--- config.mk ---
export PLATFORM = sky130hd
export DESIGN_NAME = reset_sequencer
export DESIGN_NICKNAME = d
export VERILOG_FILES = /design/src/rtl/reset_seq_pkg.sv /design/src/rtl/sync_2ff.sv /design/src/rtl/reset_sequencer.sv
export SDC_FILE = /design/constraint.sdc
export NUM_CORES = 1
export LEC_CHECK = 0
export BUFFER_PORTS_ARGS = -buffer_cell sky130_fd_sc_hd__buf_4
export CORE_ASPECT_RATIO = 2
export CORE_MARGIN = 5
export CORE_UTILIZATION = 35
export CTS_BUF_LIST = sky130_fd_sc_hd__clkbuf_16
export DETAILED_ROUTE_END_ITERATION = 16
export HOLD_SLACK_MARGIN = 0.12
export PLACE_DENSITY = 0.52
export SYNTH_ARGS = -nofsm -noshare
export SYNTH_HDL_FRONTEND = slang
export SYNTH_SLANG_ARGS = --single-unit
--- constraint.sdc ---
create_clock -name clk_osc_bufg -period 2.1 [get_ports clk_osc_bufg]
set_input_delay 0.42 -clock clk_osc_bufg [delete_from_list [all_inputs] [get_ports clk_osc_bufg]]
set_output_delay 0.42 -clock clk_osc_bufg [all_outputs]
set_load 0.03 [all_outputs]
--- src/rtl/reset_seq_pkg.sv ---
`default_nettype none
// ============================================================================
// Module  : reset_seq_pkg
// Brief   : Shared types and constants for the reset sequencer.
// Revision: 1.0 - initial release
// ============================================================================
package reset_seq_pkg;

    localparam int CNT_W = 16;

    localparam int CHANNELS_MIN    = 1;
    localparam int CHANNELS_MAX    = 8;
    localparam int LOCK_FILTER_MIN = 1;
    localparam int LOCK_FILTER_MAX = 65535;
    localparam int HOLD_CYCLES_MIN = 1;
    localparam int HOLD_CYCLES_MAX = 65535;
    localparam int STAGGER_MIN     = 1;
    localparam int STAGGER_MAX     = 4095;

    typedef enum logic [2:0] {
        WAIT_LOCK = 3'd0,
        FILTER    = 3'd1,
        HOLD      = 3'd2,
        RELEASE   = 3'd3,
        DONE      = 3'd4
    } state_t;

endpackage
`default_nettype wire

--- src/rtl/sync_2ff.sv ---
`default_nettype none
// ============================================================================
// Module  : sync_2ff
// Brief   : Two-flop synchroniser bank with asynchronous active-low reset.
// Revision: 1.0 - initial release
// ============================================================================
module sync_2ff #(
    parameter int WIDTH = 1
) (
    input  logic             clk,
    input  logic             rst_n,
    input  logic [WIDTH-1:0] i_d,
    output logic [WIDTH-1:0] o_q
);

    logic [WIDTH-1:0] r_meta;
    logic [WIDTH-1:0] r_sync;

    always_ff @(posedge clk or negedge rst_n) begin
        if (!rst_n) begin
            r_meta <= '0;
            r_sync <= '0;
        end else begin
            r_meta <= i_d;
            r_sync <= r_meta;
        end
    end

    assign o_q = r_sync;

endmodule
`default_nettype wire

--- src/rtl/reset_sequencer.sv ---
`default_nettype none
// ============================================================================
// Module  : reset_sequencer
// Brief   : Qualifies PLL lock, holds resets, then releases channels staggered.
// Revision: 1.0 - initial release
// ============================================================================
module reset_sequencer #(
    parameter int CHANNELS    = 4,
    parameter int LOCK_FILTER = 8,
    parameter int HOLD_CYCLES = 16,
    parameter int STAGGER     = 4
) (
    input  logic                clk_osc_bufg,
    input  logic                reset_osc_n,
    input  logic                i_pll_lock,
    input  logic                i_reset_req,
    input  logic                i_stream_enable,
    output logic [CHANNELS-1:0] o_reset_n,
    output logic                o_reset_done,
    output logic                o_stream_enable
);

    import reset_seq_pkg::*;

    localparam logic [CNT_W-1:0] c_FILTER_LAST = CNT_W'(LOCK_FILTER - 1);
    localparam logic [CNT_W-1:0] c_HOLD_LAST   = CNT_W'(HOLD_CYCLES - 1);
    localparam logic [CNT_W-1:0] c_REL_LAST    = CNT_W'((CHANNELS - 1) * STAGGER);

    if (CHANNELS < CHANNELS_MIN || CHANNELS > CHANNELS_MAX ||
        LOCK_FILTER < LOCK_FILTER_MIN || LOCK_FILTER > LOCK_FILTER_MAX ||
        HOLD_CYCLES < HOLD_CYCLES_MIN || HOLD_CYCLES > HOLD_CYCLES_MAX ||
        STAGGER < STAGGER_MIN || STAGGER > STAGGER_MAX) begin : g_bad_params
        $error("reset_sequencer: parameter out of range");
    end

    logic [2:0]          w_sync;
    logic                w_lock_s;
    logic                w_req_s;
    logic                w_sen_s;
    logic                w_req_rise;

    state_t              r_state;
    state_t              w_state_nxt;
    logic [CNT_W-1:0]    r_cnt;
    logic [CNT_W-1:0]    w_cnt_nxt;
    logic                r_req_d;
    logic [CHANNELS-1:0] r_rst_n;
    logic [CHANNELS-1:0] w_rst_n_nxt;
    logic                r_done;
    logic                w_done_nxt;
    logic                r_sen;

    sync_2ff #(
        .WIDTH (3)
    ) u_sync (
        .clk   (clk_osc_bufg),
        .rst_n (reset_osc_n),
        .i_d   ({i_stream_enable, i_reset_req, i_pll_lock}),
        .o_q   (w_sync)
    );

    assign w_lock_s   = w_sync[0];
    assign w_req_s    = w_sync[1];
    assign w_sen_s    = w_sync[2];
    assign w_req_rise = w_req_s & ~r_req_d;

    // Lock loss is tested before the request edge in every state so it wins.
    always_comb begin
        w_state_nxt = r_state;
        w_cnt_nxt   = r_cnt;
        w_rst_n_nxt = r_rst_n;
        case (r_state)
            WAIT_LOCK: begin
                w_cnt_nxt   = '0;
                w_rst_n_nxt = '0;
                if (w_lock_s) w_state_nxt = FILTER;
            end
            FILTER: begin
                w_rst_n_nxt = '0;
                if (!w_lock_s) begin
                    w_state_nxt = WAIT_LOCK;
                    w_cnt_nxt   = '0;
                end else if (w_req_rise || r_cnt == c_FILTER_LAST) begin
                    w_state_nxt = HOLD;
                    w_cnt_nxt   = '0;
                end else begin
                    w_cnt_nxt = r_cnt + 1'b1;
                end
            end
            HOLD: begin
                w_rst_n_nxt = '0;
                if (!w_lock_s) begin
                    w_state_nxt = WAIT_LOCK;
                    w_cnt_nxt   = '0;
                end else if (w_req_rise) begin
                    w_cnt_nxt = '0;
                end else if (r_cnt == c_HOLD_LAST) begin
                    w_state_nxt = RELEASE;
                    w_cnt_nxt   = '0;
                end else begin
                    w_cnt_nxt = r_cnt + 1'b1;
                end
            end
            RELEASE: begin
                if (!w_lock_s) begin
                    w_state_nxt = WAIT_LOCK;
                    w_cnt_nxt   = '0;
                    w_rst_n_nxt = '0;
                end else if (w_req_rise) begin
                    w_state_nxt = HOLD;
                    w_cnt_nxt   = '0;
                    w_rst_n_nxt = '0;
                end else begin
                    for (int k = 0; k < CHANNELS; k++) begin
                        if (r_cnt == CNT_W'(k * STAGGER)) w_rst_n_nxt[k] = 1'b1;
                    end
                    if (r_cnt == c_REL_LAST) begin
                        w_state_nxt = DONE;
                        w_cnt_nxt   = '0;
                    end else begin
                        w_cnt_nxt = r_cnt + 1'b1;
                    end
                end
            end
            DONE: begin
                w_cnt_nxt   = '0;
                w_rst_n_nxt = '1;
                if (!w_lock_s) begin
                    w_state_nxt = WAIT_LOCK;
                    w_rst_n_nxt = '0;
                end else if (w_req_rise) begin
                    w_state_nxt = HOLD;
                    w_rst_n_nxt = '0;
                end
            end
            default: begin
                w_state_nxt = WAIT_LOCK;
                w_cnt_nxt   = '0;
                w_rst_n_nxt = '0;
            end
        endcase
    end

    assign w_done_nxt = (w_state_nxt == DONE);

    always_ff @(posedge clk_osc_bufg or negedge reset_osc_n) begin
        if (!reset_osc_n) begin
            r_state <= WAIT_LOCK;
            r_cnt   <= '0;
            r_req_d <= 1'b0;
            r_rst_n <= '0;
            r_done  <= 1'b0;
            r_sen   <= 1'b0;
        end else begin
            r_state <= w_state_nxt;
            r_cnt   <= w_cnt_nxt;
            r_req_d <= w_req_s;
            r_rst_n <= w_rst_n_nxt;
            r_done  <= w_done_nxt;
            r_sen   <= w_sen_s & w_done_nxt;
        end
    end

    assign o_reset_n       = r_rst_n;
    assign o_reset_done    = r_done;
    assign o_stream_enable = r_sen;

endmodule
`default_nettype wire

Word level (Yosys, flattened, before mapping)
Index checks and enable logic that the tools add are counted.
- register bits after elaboration: 32
- output and inout port bits: 6
- logic and storage cells: 62
- equal/unequal tests: 14
- multiplexer cells: 30
- reductions and logical operators: 3
- bitwise logic cells: 3
- $add $sub $neg: 1
- operator list (kind ; number):
    16-bit two-way mux ; 8
    16-bit by 4-bit == test with 1-bit output (second input constant) ; 3
    16-bit one-hot mux with 3 select lines ; 1
    3-bit two-way mux ; 11
    16-bit by 3-bit == test with 1-bit output (second input constant) ; 2
    16-bit by 1-bit adder with 16-bit output (second input constant) ; 1
    16-bit zero test ; 1
    4-bit two-way mux ; 4
    4-bit inequality test (second input constant) ; 4
    3-bit one-hot mux with 5 select lines ; 1
    4-bit one-hot mux with 2 select lines ; 1
    3-bit by 2-bit == test with 1-bit output (second input constant) ; 2
    3-bit == test (second input constant) ; 2
    1-bit two-way mux ; 4
    3-bit by 1-bit == test with 1-bit output (second input constant) ; 1
    3-bit zero test ; 1
    1-bit AND ; 2
    1-bit logical OR ; 1
    1-bit NOT ; 1

Longest topological paths before layout
- depth after elaboration: 8
- depth in mapped cells: 7

By module
Synthesis repeated with hierarchy kept, for this count alone.
- cell total of the unflattened synthesis: 149
- area total of the unflattened synthesis: 1684.1 µm²
- by module, submodules not included (module ; cells an instance ; area each (µm²) ; instances):
    reset_sequencer ; 143 ; 1534.0 ; 1
    sync_2ff ; 6 ; 150.1 ; 1

Worst setup path before layout
OpenSTA, ideal clock, no wires.
- kind: reg-to-reg
- from: reg r_cnt[0]
- to: reg r_cnt[2]
- data required time: 1981 ps
- arrival: 1599 ps
- library setup time: 119 ps
- path slack: 382 ps
- stages on the path, launching flop included: 7
- path through: dfrtp_1 ha_1 nor4bb_1 o2111ai_1 a22oi_2 buf_6 nor2_1
- cells in the longest elaborated chain, start to end: 5
- elaborated cells between the ends (all ways): 14
- classes of those cells: add/sub: 1; eq/ne: 3; mux: 9; reduce/logical: 1
- RTL lines (element ; RTL line ; source):
    from (decl) ; reset_sequencer.sv:44 ; logic [CNT_W-1:0] r_cnt;
    from (signal assigned) ; reset_sequencer.sv:156 ; r_cnt <= w_cnt_nxt;
    16-bit by 1-bit adder with 16-bit output (tied with other cells) ; reset_sequencer.sv:87, reset_sequencer.sv:101, reset_sequencer.sv:121 ;
    16-bit two-way mux (tied with other cells) ; reset_sequencer.sv:117 ; if (r_cnt == c_REL_LAST) begin
    16-bit two-way mux (on tied branches) ; reset_sequencer.sv:109, reset_sequencer.sv:83, reset_sequencer.sv:95 ;
    16-bit two-way mux (on tied branches) ; reset_sequencer.sv:105, reset_sequencer.sv:80, reset_sequencer.sv:92 ;
    16-bit one-hot mux with 3 select lines (*) ; reset_sequencer.sv:72 ; case (r_state)
    via w_cnt_nxt[2] ; reset_sequencer.sv:45 ; logic [CNT_W-1:0] w_cnt_nxt;
Mark *: on every way through the listed nets, which the timed path passes. The rest lies on a longest branch.
A chain may end at the register's enable or synchronous reset.

Final worst setup path
- from: reg r_cnt[0]
- to: reg r_cnt[7]
The elaborated chain is that of the path after synthesis.

==> impl_metrics.ini <==
[outcome]
status = finished, final reports clean

[logic_synthesis]
synth.distinct_cells = 36
synth_nets = 153
ys.warnings.count = 0
biggest_area_consumer_among_synthesized_cells = sky130_fd_sc_hd__dfrtp_1
main_flop_type_after_synthesis = sky130_fd_sc_hd__dfrtp_1
synthesis.instances = 146
synth_area_per_cell_sq_um = 10.5
synth_common_cells = sky130_fd_sc_hd__dfrtp_1, sky130_fd_sc_hd__nor2_1, sky130_fd_sc_hd__xnor2_1
synth.top_cells.by_area = sky130_fd_sc_hd__dfrtp_1, sky130_fd_sc_hd__xnor2_1, sky130_fd_sc_hd__nor2_1
yosys_register_bits = 32
synth.yosys.seq_area_share_pct = 52.1
synth_enable_flop_cells = 0
synth_top_area_share_pct = 52.1
most_repeated_cell_in_the_gate_level_netlist_after_synthesis = sky130_fd_sc_hd__dfrtp_1
asyncSetResetFlopFracSynth_pct = 100
syn-cell-area_sq_um = 1540

[setup_path]
worstSetupEndpointType = register
critical_path_class = register to register
worstPathMaxFanout = 16
timing.critical_path.slowest_stage_cell = sky130_fd_sc_hd__dfrtp_1
crit-reg2reg-launch = r_cnt[0]$_DFF_PN0_
crit_path_cell_trace = ha_1 > nor4bb_1 > o2111ai_1 > a22oi_2 > buf_4 > nor2_1
timing.critical_path.required_ns = 2.25
crit_path_start_kind = register
worst_setup_path_startpoint = r_cnt[0]$_DFF_PN0_
worst-endpoint-arrival_ns = 1.95
crit_path_max_incr_delay_ns = 0.40

[routing]
vias = 1135
detail_route.first_pass.iterations = 4
drc_errors = 0
detail_route.wl_per_cell_um = 14.8
detail_route.vias_per_cell = 5.25
routed_wirelength_um = 3200
drt.antenna.violating_nets = 0
drt_iter0_drc = 20

[floorplan]
num_io_pins = 11
floorplan.die.height_um = 104
floorplan.initialDensity_pct = 35.8
core_region_area_sq_um = 4300
fp-row-count = 34
die_width_um = 56.9
die_area_sq_um = 5900

[cts]
cts.sink_count = 32
clk_path_buf_depth = 2
clk_transition_reported_paths_ns = 0.05
ctsRootBufferMaster = sky130_fd_sc_hd__clkbuf_16
cts-resized-gates = 0
ctsHoldBuffers = 1
cts_tree = done
tritoncts.num_buffers = 5
clock_insertion_delay_worst_skew_ns = 0.27
h-tree-depth = 2
cts_setup_buffers = 0

[timing]
number_of_hold_violations_in_the_final_report = 0
layout_min_cycle_time_ns = 1.79
worst_slew_slack_as_a_fraction_of_its_limit_pct = 62.8
max_clock_freq_ghz = 0.558
grt_setup_unrepaired = false
min_period_over_period_pct = 85.4
clock-skew-final_ns = 0.00433
fin_tns_setup_ns = 0
setup_viol = 0
worst_margin_slew_ns = 0.557
final-max-slew-violation-count = 0
fin_worst_hold_slack_ns = 0.254

[layout]
multiInputGateArea_sq_um = 694
finalInstanceArea_sq_um = 1840
register_area_sq_um = 801
n_antenna_cell = 0
share_of_cells_above_drive_strength_1_pct = 14.2
final_net_count = 168
nFillCells = 409
growth_of_design_area_from_synthesis_to_finish_pct = 19.5

[placement]
gp_congestion = 0.798
placedInstanceArea_sq_um = 1660
place.detailed.hpwl_um = 2360
numPortBuffers = 10

[pwr]
p_leak_nw = 0.756
totalPowerFinal_mw = 1.55
power_density_nw_per_um2 = 842
max-vdd-ir-drop_v = 0.000606

[global_route]
grt_pass1_vias = 1200
global_route.usage.total_pct = 11.6
gr-total-overflow = 0
grt_antenna_before_repair = 0
grt_start_max_net_pins = 33
grt_first_pass_wirelength_um = 5440

[min_path]
hold_path_startpoint = i_pll_lock
min_path_type = input port to register

[flow_run]
maxCapViolCount = 0
[per-layer routing]
layer / up-vias / routed length (um) / global-route usage (%)
met5: - / 0 / 0
met4: 0 / 48 / 4.31
met3: 6 / 62 / 2.37
met2: 11 / 1930 / 22.7
met1: 571 / 1160 / 11.3
li1: 547 / - / -
[layout by cell type (no fill, tap or decap), types with 2 or more instances in the layout]
cell | synthesis | routed
sky130_fd_sc_hd__nand2_1 | 8 | 8
sky130_fd_sc_hd__ha_1 | 2 | 2
sky130_fd_sc_hd__nor4_1 | 3 | 3
sky130_fd_sc_hd__nand2b_1 | 4 | 4
sky130_fd_sc_hd__xnor2_1 | 11 | 11
sky130_fd_sc_hd__nand3_1 | 10 | 10
sky130_fd_sc_hd__o2111ai_1 | 2 | 2
sky130_fd_sc_hd__a21oi_1 | 3 | 3
sky130_fd_sc_hd__nand4_1 | 5 | 5
sky130_fd_sc_hd__nor2b_1 | 2 | 2
sky130_fd_sc_hd__nor4_4 | 3 | 3
sky130_fd_sc_hd__and2_1 | 2 | 2
sky130_fd_sc_hd__and3_1 | 2 | 2
sky130_fd_sc_hd__nor2_1 | 20 | 20
sky130_fd_sc_hd__inv_1 | 5 | 6
sky130_fd_sc_hd__xor2_1 | 2 | 2
sky130_fd_sc_hd__o31a_1 | 3 | 3
sky130_fd_sc_hd__dfrtp_1 | 32 | 32
sky130_fd_sc_hd__nor3b_1 | 3 | 3
sky130_fd_sc_hd__o21ai_0 | 3 | 3
sky130_fd_sc_hd__nor3_1 | 6 | 6
sky130_fd_sc_hd__clkbuf_16 | 0 | 5
sky130_fd_sc_hd__buf_4 | 0 | 11
[critical path: cells and delay by family (launching register included)]
kind	cells	cell delay [ns]
adder cells (fa/ha/maj)	1	0.24
buffers and inverters	1	0.23
flip-flops	1	0.40
AO/OA/AOI/OAI	2	0.42
AND/OR/NAND/NOR	2	0.37
[final timing paths]
check                                             end  slack (ns)  cells past startpoint
max in group asynchronous         r_cnt[12]$_DFF_PN0_        1.19                      2
setup / recovery                   r_cnt[7]$_DFF_PN0_        0.31                      6
hold reg to reg               u_sync.o_q[1]$_DFF_PN0_        0.35                      0
hold / removal             u_sync.r_meta[0]$_DFF_PN0_        0.25                      1
setup reg to reg                   r_cnt[7]$_DFF_PN0_        0.31                      6
min in group asynchronous   o_stream_enable$_DFF_PN0_        0.62                      2
[metrics by stage]
step	setup slack [ns]	instances	utilization [%]
after CTS	0.280	216	42.8
after global placement	0.360	207	38.7
after detailed placement	0.287	207	38.7
final	0.306	216	42.8
after floorplan	0.382	146	-
after global routing	0.176	216	42.8
[sequential cells by signal, indices dropped and copies added, names as in the netlist]
register	flops
r_cnt	16
o_reset_n	4
r_state	3
u_sync.o_q	3
u_sync.r_meta	3
o_reset_done	1
o_stream_enable	1
r_req_d	1
[report_power, final]
part	switching, mW	leakage (nW)	internal (mW)
Clock	0.254	0.0850	0.552
Combinational	0.0534	0.243	0.0325
Sequential	0.0200	0.428	0.635
Total	0.327	0.756	1.22
[logic make-up after synthesis]
| family | Yosys count | synth area share [%] |
|---|---|---|
| and+or+nand+nor | 73 | 28.0 |
| DFF | 32 | 52.1 |
| AOI/OAI and AO/OA | 17 | 8.14 |
| xor gates and xnor gates | 13 | 7.40 |
| buffers and inverters | 9 | 2.77 |
| adders and majority gates | 2 | 1.63 |
[layout make-up]
type,count,share of cell area [%]
flip-flops and latches,32,43.6
multi-input cells,105,37.8
clock buffers,5,6.81
repair buffers,12,5.04
well taps,54,3.68
clock inverters,3,2.11
inverters,5,1.02
(Power assumes the default switching activity.)
